### src/rtl/led_frame_scheduler.sv
// ---------------------------------------------------------------------------
// led_frame_scheduler
//
// Shares a 6x6 LED matrix between two frame sources. Each source offers a
// 36-bit image and a dwell time in display frames. A round-robin arbiter
// accepts one request at a time into a single-entry shadow register. The
// shadow moves onto the matrix image bus only on a frame boundary
// (frame_tick), so the scanner never shows a torn frame.
//
// Parameters:
//   DUR_W          width of the dwell inputs and of the internal dwell counter
//   BLANK_ON_IDLE  1: blank the image when a dwell expires with nothing queued
//                  0: keep showing the last image
//
// Ports:
//   clk         system clock
//   rst_n       asynchronous active-low reset
//   frame_tick  one-cycle pulse per completed matrix scan
//   req_valid   per-source request valid (bit i = source i)
//   req_img0/1  source images, row r in bits [6r+5:6r]
//   req_dur0/1  source dwell in frames (0 is treated as 1)
//   req_ready   per-source accept (combinational)
//   img         registered image to the matrix scanner
//   active_id   source id of the image on img
//   busy        high while a dwell is running
//   frame_done  one-cycle pulse when a dwell expires
// ---------------------------------------------------------------------------
module led_frame_scheduler #(
    parameter int unsigned DUR_W         = 8,
    parameter bit          BLANK_ON_IDLE = 1'b1
) (
    input  logic             clk,
    input  logic             rst_n,
    input  logic             frame_tick,
    input  logic [1:0]       req_valid,
    input  logic [35:0]      req_img0,
    input  logic [35:0]      req_img1,
    input  logic [DUR_W-1:0] req_dur0,
    input  logic [DUR_W-1:0] req_dur1,
    output logic [1:0]       req_ready,
    output logic [35:0]      img,
    output logic             active_id,
    output logic             busy,
    output logic             frame_done
);

    localparam logic [DUR_W-1:0] DUR_ONE = DUR_W'(1);

    // Shadow (one-entry queue)
    logic             shadow_valid_q, shadow_valid_d;
    logic [35:0]      shadow_img_q,   shadow_img_d;
    logic [DUR_W-1:0] shadow_dur_q,   shadow_dur_d;
    logic             shadow_id_q,    shadow_id_d;

    // Arbitration history; reset to 1 so source 0 wins the first tie
    logic             last_grant_q,   last_grant_d;

    // Display side
    logic [DUR_W-1:0] cnt_q,          cnt_d;
    logic [35:0]      img_q,          img_d;
    logic             active_id_q,    active_id_d;
    logic             busy_q,         busy_d;
    logic             frame_done_q,   frame_done_d;

    // Transfer decode
    logic             xfer;
    logic             xfer_id;
    logic [35:0]      xfer_img;
    logic [DUR_W-1:0] xfer_dur_raw;
    logic [DUR_W-1:0] xfer_dur;
    logic             cnt_is_one;

    // Round-robin arbiter. Ready depends on the registered shadow state only,
    // so a slot freed by a tick load re-opens on the following cycle.
    always_comb begin
        req_ready = 2'b00;
        if (!shadow_valid_q) begin
            case (req_valid)
                2'b01:   req_ready = 2'b01;
                2'b10:   req_ready = 2'b10;
                2'b11:   req_ready = last_grant_q ? 2'b01 : 2'b10;
                default: req_ready = 2'b00;
            endcase
        end
    end

    assign xfer         = |(req_valid & req_ready);
    assign xfer_id      = req_ready[1];
    assign xfer_img     = xfer_id ? req_img1 : req_img0;
    assign xfer_dur_raw = xfer_id ? req_dur1 : req_dur0;
    // A zero dwell would never expire through the cnt==1 path; clamp to 1.
    assign xfer_dur     = (xfer_dur_raw == '0) ? DUR_ONE : xfer_dur_raw;
    assign cnt_is_one   = (cnt_q == DUR_ONE);

    always_comb begin
        shadow_valid_d = shadow_valid_q;
        shadow_img_d   = shadow_img_q;
        shadow_dur_d   = shadow_dur_q;
        shadow_id_d    = shadow_id_q;
        last_grant_d   = last_grant_q;
        cnt_d          = cnt_q;
        img_d          = img_q;
        active_id_d    = active_id_q;

        // Frame boundary handling. The tick looks at the registered shadow
        // only, so an entry accepted in the same cycle waits for the next tick.
        if (frame_tick) begin
            if (cnt_q > DUR_ONE) begin
                cnt_d = cnt_q - DUR_ONE;
            end else if (shadow_valid_q) begin
                img_d          = shadow_img_q;
                active_id_d    = shadow_id_q;
                cnt_d          = shadow_dur_q;
                shadow_valid_d = 1'b0;
            end else if (cnt_is_one) begin
                cnt_d = '0;
                if (BLANK_ON_IDLE) begin
                    img_d = '0;
                end
            end
        end

        // A transfer needs an empty shadow, so it can never coincide with the
        // tick load above that empties it.
        if (xfer) begin
            shadow_valid_d = 1'b1;
            shadow_img_d   = xfer_img;
            shadow_dur_d   = xfer_dur;
            shadow_id_d    = xfer_id;
            last_grant_d   = xfer_id;
        end

        frame_done_d = frame_tick && cnt_is_one;
        busy_d       = (cnt_d != '0);
    end

    always_ff @(posedge clk or negedge rst_n) begin
        if (!rst_n) begin
            shadow_valid_q <= 1'b0;
            shadow_img_q   <= '0;
            shadow_dur_q   <= '0;
            shadow_id_q    <= 1'b0;
            last_grant_q   <= 1'b1;
            cnt_q          <= '0;
            img_q          <= '0;
            active_id_q    <= 1'b0;
            busy_q         <= 1'b0;
            frame_done_q   <= 1'b0;
        end else begin
            shadow_valid_q <= shadow_valid_d;
            shadow_img_q   <= shadow_img_d;
            shadow_dur_q   <= shadow_dur_d;
            shadow_id_q    <= shadow_id_d;
            last_grant_q   <= last_grant_d;
            cnt_q          <= cnt_d;
            img_q          <= img_d;
            active_id_q    <= active_id_d;
            busy_q         <= busy_d;
            frame_done_q   <= frame_done_d;
        end
    end

    assign img        = img_q;
    assign active_id  = active_id_q;
    assign busy       = busy_q;
    assign frame_done = frame_done_q;

endmodule

### config.mk
export PLATFORM = sky130hd
export DESIGN_NAME = led_frame_scheduler
export DESIGN_NICKNAME = d
export VERILOG_FILES = /design/src/rtl/led_frame_scheduler.sv
export SDC_FILE = /design/constraint.sdc
export NUM_CORES = 1
export LEC_CHECK = 0
export CELL_PAD_IN_SITES_DETAIL_PLACEMENT = 1
export CELL_PAD_IN_SITES_GLOBAL_PLACEMENT = 2
export CORE_MARGIN = 4
export CORE_UTILIZATION = 31
export CTS_BUF_LIST = sky130_fd_sc_hd__clkbuf_16
export CTS_CLUSTER_SIZE = 40
export DETAILED_ROUTE_END_ITERATION = 7
export GPL_TIMING_DRIVEN = 0
export PLACE_DENSITY = 0.87
export RECOVER_POWER = 25
export SLEW_MARGIN = 15
export SYNTH_ARGS = -nofsm -noshare
export SYNTH_HDL_FRONTEND = slang
export SYNTH_SLANG_ARGS = --single-unit
### constraint.sdc
create_clock -name clk -period 5.2 [get_ports clk]
set_input_delay 0.52 -clock clk [delete_from_list [all_inputs] [get_ports clk]]
set_output_delay 0.52 -clock clk [all_outputs]
set_load 0.03 [all_outputs]
==> results.cfg, run 1 <==
[floorplan]
die_h_um = 125
initial_core_util_pct = 31.9
io_pins = 134
die-area_mm2 = 0.0157
die_w_um = 125
core_area_mm2 = 0.0133
rows = 42

[sta]
hold_viol_final = 0
fin_ws_ps = 1700
slew_headroom_pct = -65.9
final.setup_skew_ps = 9.70
max_freq_mhz = 286
tns_ps = 0
rsz0062_at_grt = false
slew_violations = 42
worst_pin_slew_ps = 2490
period_minus_slack_ps = 3500
setup-violations-final = 0
period_share_pct = 67.4

[clock_tree]
cts.htree.levels = 3
postCtsSetupBuffers = 0
cts.clk_slew.worst_paths_ps = 60
cts_resized = 0
clk_path_buf_depth = 2
cts_tree = built
cts_root_buf = clkbuf_16
clk_latency_ps = 350
cts_hold_buf = 0
numCtsBuffers = 9
cts.sinks = 94

[detailed_routing]
vias = 3607
drc = 0
dr.pass1.iters = 6
avgRoutedWirePerCell_um = 19.2
route.final.wire_length_mm = 13.6
ant_nets = 0
drt-initial-drc-count = 303
viasPerCell = 5.11

[global_routing]
gr-total-overflow = 0
grt_pass1_wl_mm = 21.8
grt_max_degree = 54
antenna_found_initial = 2
grt_usage_pct = 17.7
grt_pass1_vias = 4027

[placed_design]
pre_cts_ws_ps = 1660
portBuffers = 133
routabilityCongestion = 0.876
dp_hpwl_mm = 10.2

[cells_and_area]
finalNetCount = 619
syn2layout_area_growth_pct = 44.0
multi_input_area_mm2 = 0.00172
drive_gt1_share_pct = 6.81
fill_cells = 1504
regArea_mm2 = 0.00235

[logic_synthesis]
synthFlopType = dfrtp_1
syn-num-nets = 474
synthTopCellsByCount = 93 x dfrtp_1, 50 x nand2_1, 47 x o21ai_0, 45 x mux2i_1, 37 x a22o_1
ys_top_cells_by_area = dfrtp_1 55%, mux2i_1 11%, a22o_1 7.6%
ys_seq_area_share_pct = 55.3
synth_top_area_share_pct = 54.7
yosysMostFrequentCell = dfrtp_1
syn_inst = 379
yosys_warnings = 0
yosys.cell_types.count = 53
synth.avg_cell_area_um2 = 11.2
synth_area_leader_cell = dfrtp_1
synth_edf_count = 0
mappedNetlistArea_mm2 = 0.00425
synth_async_sr_flop_share_pct = 100
ys_seq_elements = 94

[power]
clkPwrFrac_pct = 19.8
internal-power_w = 0.00205
p_per_area_mw_per_mm2 = 547
ir_drop_mv = 0.225
power_leakage_nw = 2.82
share_comb_of_total_power_pct = 41.3
seqPwrFrac_pct = 38.8
p_sw_w = 0.00130
p_sw_share_pct = 38.8

[worst_setup_path]
required_ps = 4680
path_class = input port to output pin
cp.arrival_ps = 2980
r2r_slack_ps = 2550
crit_path_start_kind = input port
cp-end-kind = output pin
critPathMaxFanout = 10

[status]
outcome = finished, violations left
violations = max-capacitance violations, max-slew violations

[hold_path]
min_path_type = register to register

[run]
max_cap_violations = 1
-- critical path, cell delays in order --
cell	delay [ps]
clkdlybuf4s50_1	510
inv_1	70
o21ai_0	190
clkbuf_1	540
buf_2	440
nor2_1	70
clkdlybuf4s50_1	640
-- layout make-up --
class                      count  area share, %
inverter                      10          0.613
tap                          176           3.59
clock inverter                 7           1.18
clock buffer                   9           3.68
buffer                        27           2.27
multi-input combinational    248           28.1
sequential                    94           38.4
antenna                        1         0.0408
timing repair buffer         134           22.1
-- power groups by stage --
stage | Clock [W] | Combinational, W | Sequential (W)
floorplan | 0 | 0.000612 | 0.00149
global placement | 0 | 0.00136 | 0.00129
detailed placement | 0 | 0.00140 | 0.00130
CTS | 0.000688 | 0.00141 | 0.00130
global route | 0.000718 | 0.00151 | 0.00135
finish | 0.000665 | 0.00139 | 0.00130
-- layout by cell type, fill, tap and decap left out, types with 4 or more instances in the layout --
| cell | instances |
|---|---|
| a22o_1 | 37 |
| nor3_1 | 6 |
| buf_2 | 6 |
| nand2_1 | 50 |
| dfrtp_1 | 93 |
| inv_1 | 11 |
| nor4_1 | 5 |
| clkdlybuf4s50_1 | 132 |
| buf_6 | 4 |
| o21ai_0 | 47 |
| clkbuf_16 | 9 |
| clkbuf_1 | 16 |
| mux2i_1 | 45 |
| nor2_1 | 7 |
-- metal layers --
metal	global-route usage (%)	up-vias	share of wire [%]
met5	0	-	0.096
met4	4.85	2	1.7
met3	4.99	14	5.2
met2	30.2	96	51
met1	22.0	1814	42
li1	-	1681	-
-- registers in the layout (all words and copies together) (netlist names) --
register and cells:
active_id 1, busy 1, shadow_img_q 36, last_grant_q 1
img 36, shadow_valid_q 1, shadow_id_q 1, cnt_q 8
shadow_dur_q 8, frame_done 1
-- logic make-up (layout without fill, tap and decap cells) --
group           count (synthesis)  in the layout  share of synthesized area [%]
fa+ha+maj                       2              2                          0.588
compound gates                113            113                           19.3
mux                            46             46                           10.9
flops                          94             94                           55.3
other cells                     0              1                              0
buf+inv                        37            187                           4.15
simple gates                   87             87                           9.79
-- through the flow --
| step | hold WS [ps] | util [%] | area, um^2 | total power [W] | cells |
|---|---|---|---|---|---|
| floorplan | 224 | - | 4250 | 0.00210 | 379 |
| global placement | 461 | 43.5 | 5810 | 0.00265 | 688 |
| detailed placement | 475 | 43.7 | 5830 | 0.00271 | 689 |
| CTS | 187 | 45.9 | 6130 | 0.00340 | 705 |
| global route | 504 | 45.9 | 6130 | 0.00358 | 706 |
| finish | 482 | 45.9 | 6130 | 0.00335 | 706 |
-- path summary, 6_finish.rpt --
kind                                      start               to  cells after the start
worst max-delay path               req_valid[1]     req_ready[0]                      7
worst min-delay path            shadow_img_q[4]  shadow_img_q[4]                      2
worst max register to register         cnt_q[0]             busy                      8
worst min register to register  shadow_img_q[4]  shadow_img_q[4]                      2
max in group asynchronous                 rst_n           img[3]                      1
min in group asynchronous                 rst_n       frame_done                      1
No activity file was read; power rests on OpenSTA's default activity.
==> run 2, diff against run 1 <==
- CORE_UTILIZATION: 31 -> 29
- PLACE_DENSITY: 0.87 -> 0.82
- clock period: 5.2 -> 3.4 ns (I/O delays scaled with it)
==> run 2 against run 1 <==
Compared with the run above:
- via count is essentially flat
- critical path type is now register to output pin
- highest routed layer is now met4
- first-iteration DRC count shrank 46%
- global-route usage shrank 0.89 points
- utilization shrank 2.5 points
- die area grew 6.4%
- wire length shrank 2.0%
- the run still ends with max-capacitance violations, max-slew violations left
- final area is essentially flat
==> results.cfg, run 2 (synthesized netlist as in run 1, its figures left out) <==
[detailed_routing]
dr.pass1.iters = 4
drt-initial-drc-count = 164
wl_met1_mm = 5.78
wl_met2_mm = 6.59
route.final.wire_length_mm = 13.3
avgRoutedWirePerCell_um = 18.8
wl_met3_um = 676
ant_nets = 0
vias = 3610
drc = 0
viasPerCell = 5.09
highest_layer = met4

[cells_and_area]
finalNetCount = 620
drive_gt1_share_pct = 6.43
syn2layout_area_growth_pct = 43.9
final_cell_area_mm2 = 0.00612
diodes = 0
layout_commonest_cell = clkdlybuf4s50_1
most-common-layout-cells = 132 x clkdlybuf4s50_1, 93 x dfrtp_1, 50 x nand2_1, 47 x o21ai_0, 45 x mux2i_1

[sta]
fin_ws_ps = 233
final.setup_skew_ps = 4.45
hold_viol_final = 0
slew_violations = 39
tns_ps = 0
slew_headroom_pct = -51.9
period_minus_slack_ps = 3170
rsz0062_at_grt = false
max_freq_mhz = 316
worst_pin_slew_ps = 2280
setup-violations-final = 0
period_share_pct = 93.2

[clock_tree]
postCtsSetupBuffers = 0
numCtsBuffers = 9
clk_latency_ps = 340
cts_resized = 0
cts.htree.levels = 3
cts_tree = built
clk_path_buf_depth = 2
cts_hold_buf = 1
cts.clk_slew.worst_paths_ps = 60
cts.sinks = 94
cts_root_buf = clkbuf_16

[worst_setup_path]
cp.arrival_ps = 2830
reg2reg_depth = 5
r2r_slack_ps = 790
cp-end-kind = output pin
crit_path_start_kind = register
r2r-end = img[9]
path_class = register to output pin
critPathMaxFanout = 10
reg2reg_from = cnt_q[4]
required_ps = 3060

[placed_design]
portBuffers = 133
dp_hpwl_mm = 10.0
routabilityCongestion = 0.826
place_area_mm2 = 0.00584
pre_cts_ws_ps = 373

[power]
internal-power_w = 0.00313
p_sw_w = 0.00196
p_per_area_mw_per_mm2 = 831
power_leakage_nw = 2.83
share_comb_of_total_power_pct = 41.7
clkPwrFrac_pct = 19.3
ir_drop_mv = 0.317
seqPwrFrac_pct = 39.0
p_sw_share_pct = 38.5

[run]
max_cap_violations = 1

[hold_path]
hold_depth = 2
worstHoldStart = shadow_img_q[1]
min_path_type = register to register
hold_end = shadow_img_q[1]

[status]
violations = max-capacitance violations, max-slew violations
outcome = finished, violations left

[global_routing]
grt_usage_pct = 16.8
grt_pass1_wl_mm = 21.9
gr-total-overflow = 0
grt_max_degree = 57
antenna_found_initial = 0
grt_pass1_vias = 3997

[floorplan]
io_pins = 134
die-area_mm2 = 0.0167
die_h_um = 129
core_area_mm2 = 0.0141
rows = 43
initial_core_util_pct = 30.2
die_w_um = 129
run 2: worst max-delay path by stage:
stage,from,endpoint,slack [ps],depth (start not counted)
2_1_floorplan,shadow_valid_q,shadow_dur_q[0],1160,5
3_3_place_gp,rst_n,img[7],-1550,1
3_5_place_dp,req_valid[1],req_ready[0],370,7
4_1_cts,shadow_valid_q,req_ready[1],180,3
5_1_grt,shadow_valid_q,req_ready[1],90,3
6_report,shadow_valid_q,req_ready[1],230,3
run 2: through the flow:
step / instances / hold WS, ps / utilization (%) / total power [W]
after floorplan: 379 / 44.4 / - / 0.00321
after global placement: 692 / 462 / 41.2 / 0.00406
after detailed placement: 693 / 369 / 41.4 / 0.00413
after CTS: 709 / 486 / 43.5 / 0.00515
after global routing: 709 / 512 / 43.4 / 0.00543
final: 709 / 480 / 43.4 / 0.00509
run 2: power by group through the flow:
stage	sequential, W	combinational [W]	clock (W)
2_1_floorplan	0.00227	0.000936	0
3_3_place_gp	0.00197	0.00209	0
3_5_place_dp	0.00199	0.00214	0
4_1_cts	0.00198	0.00215	0.00101
5_1_grt	0.00205	0.00232	0.00105
6_report	0.00198	0.00212	0.000981
run 2: area by class of cell:
class,count,area [um^2]
fillers,1575,7970
flip-flops and latches,94,2350
multi-input cells,248,1720
repair buffers,135,1360
clock buffers,9,225
well taps,180,225
plain buffers,27,139
clock inverters,6,56.3
inverters,10,37.5
run 2: metal layers:
metal,vias to the layer above,GRT usage [%]
met3,20,3.79
met1,1811,22.1
met5,-,0
li1,1680,-
met2,99,27.2
met4,0,5.87
run 2: critical path, stage by stage (launching register included):
cell and delay (ps):
dfrtp_1 500, clkbuf_1 320, a211oi_1 810, clkdlybuf4s50_1 850
==> run 3, diff against run 2 <==
- CORE_ASPECT_RATIO: default -> 0.7
- MAX_ROUTING_LAYER: default -> met4
==> run 3 against run 2 <==
Compared with the run above:
- the run still ends with max-capacitance violations, max-slew violations left
- final cell count increased by 1.7%
- flip-flop and latch count unchanged
- setup slack got worse by 57 ps
- sequential share of layout area decreased by 0.19 points
- sequential power about the same
- final area increased by 0.49%
- utilization increased by 0.066 points
- non-clock buffer count unchanged
- combinational power about the same
- clock power increased by 4%
- highest routed layer unchanged
==> results.cfg, run 3 (synthesized netlist as in run 1, its figures left out) <==
[clock_tree]
cts.htree.levels = 3
cts_root_buf = clkbuf_16
cts_tree = built
cts.sinks = 94
cts_resized = 0
postCtsSetupBuffers = 0
clk_latency_ps = 340
clk_path_buf_depth = 2
numCtsBuffers = 9
cts.clk_slew.worst_paths_ps = 60

[placed_design]
routabilityCongestion = 0.844
portBuffers = 133
dp_hpwl_mm = 10.5

[global_routing]
antenna_found_initial = 1
grt_pass1_wl_mm = 22.1
grt_pass1_vias = 3936
gr-total-overflow = 0
grt_usage_pct = 17.6
grt_max_degree = 61

[sta]
slew_violations = 35
rsz0062_at_grt = false
worst_pin_slew_ps = 2060
setup-violations-final = 0
tns_ps = 0
period_share_pct = 94.8
slew_headroom_pct = -37.6
hold_viol_final = 0
final.setup_skew_ps = 5.93
max_freq_mhz = 310
period_minus_slack_ps = 3220

[detailed_routing]
highest_layer = met4
drt-initial-drc-count = 223
ant_nets = 0
wl_met2_mm = 6.03
viasPerCell = 4.93
dr.pass1.iters = 4
route.final.wire_length_mm = 13.7
avgRoutedWirePerCell_um = 19.1
wl_met3_mm = 1.06
vias = 3553
wl_met1_mm = 6.58
drc = 0

[floorplan]
initial_core_util_pct = 30.1
rows = 36
io_pins = 134
die_h_um = 109
die-area_mm2 = 0.0167
die_w_um = 153
core_area_mm2 = 0.0141

[power]
ir_drop_mv = 0.266
power_leakage_nw = 2.83
total_power_w = 0.00514
p_per_area_mw_per_mm2 = 835

[cells_and_area]
syn2layout_area_growth_pct = 44.6
finalNetCount = 620
most-common-layout-cells = 132 x clkdlybuf4s50_1, 93 x dfrtp_1, 50 x nand2_1, 47 x o21ai_0, 45 x mux2i_1
drive_gt1_share_pct = 6.60
layout_commonest_cell = clkdlybuf4s50_1

[worst_setup_path]
path_class = register to output pin
cp.arrival_ps = 2880
critPathMaxFanout = 10
cp-end-kind = output pin
crit_path_start_kind = register
required_ps = 3060

[status]
violations = max-capacitance violations, max-slew violations
outcome = finished, violations left

[hold_path]
min_path_type = register to register

[run]
max_cap_violations = 1
-- run 3: cell types whose count changed in the layout (fill, tap and decap cells not counted), sizes merged --
cell,change
clkinvlp,+1
clkinv,-2
inv,+2
diode,+1
-- run 3: final timing paths --
kind	start	endpoint	slack, ps	depth (start not counted)
worst max-delay path	shadow_valid_q	req_ready[1]	180	3
worst min-delay path	shadow_dur_q[3]	shadow_dur_q[3]	480	2
worst max register to register	cnt_q[4]	img[24]	730	5
worst min register to register	shadow_dur_q[3]	shadow_dur_q[3]	480	2
max in group asynchronous	rst_n	img[32]	1080	2
min in group asynchronous	rst_n	busy	1130	2
-- run 3: repair_timing --
action / CTS / global route
endpoints found under the hold margin: 34 / 0
hold buffers: 1 / 0
setup endpoints to repair: 0 / 0
-- run 3: power by group --
part           leakage, nW  internal, W  total (W)  switching, W
clock network        0.146     0.000573    0.00102      0.000446
logic                 1.50     0.000941    0.00214       0.00120
registers             1.18      0.00163    0.00198      0.000353
total                 2.83      0.00314    0.00514       0.00200
-- run 3: cell type report --
type	count	area (um^2)
Clock inverter	7	71.3
Timing Repair Buffer	135	1360
Tap cell	190	238
Antenna cell	1	2.50
Clock buffer	9	225
Sequential cell	94	2350
Fill cell	1583	7990
Inverter	10	37.5
Buffer	27	139
Multi-Input combinational cell	248	1720
-- run 3: layer usage --
| layer | track usage (%) | up-vias |
|---|---|---|
| met5 | - | - |
| met4 | 4.26 | 0 |
| met3 | 6.06 | 7 |
| met2 | 25.4 | 127 |
| met1 | 24.0 | 1735 |
| li1 | - | 1684 |
-- run 3: worst max-delay path: stages (launching register included) --
cell	delay [ps]
dfrtp_1	480
clkbuf_1	300
a211oi_1	910
clkdlybuf4s50_1	840
-- run 3: per-stage QoR --
stage	cell area, um^2	std cells	utilization (%)	hold slack, ps	setup slack, ps
floorplan	4250	379	-	44.4	1160
CTS	6150	720	43.5	486	168
detailed placement	5850	703	41.3	336	414
global placement	5820	702	41.2	462	-1540
finish	6150	721	43.5	480	176
global route	6150	721	43.5	517	33.2
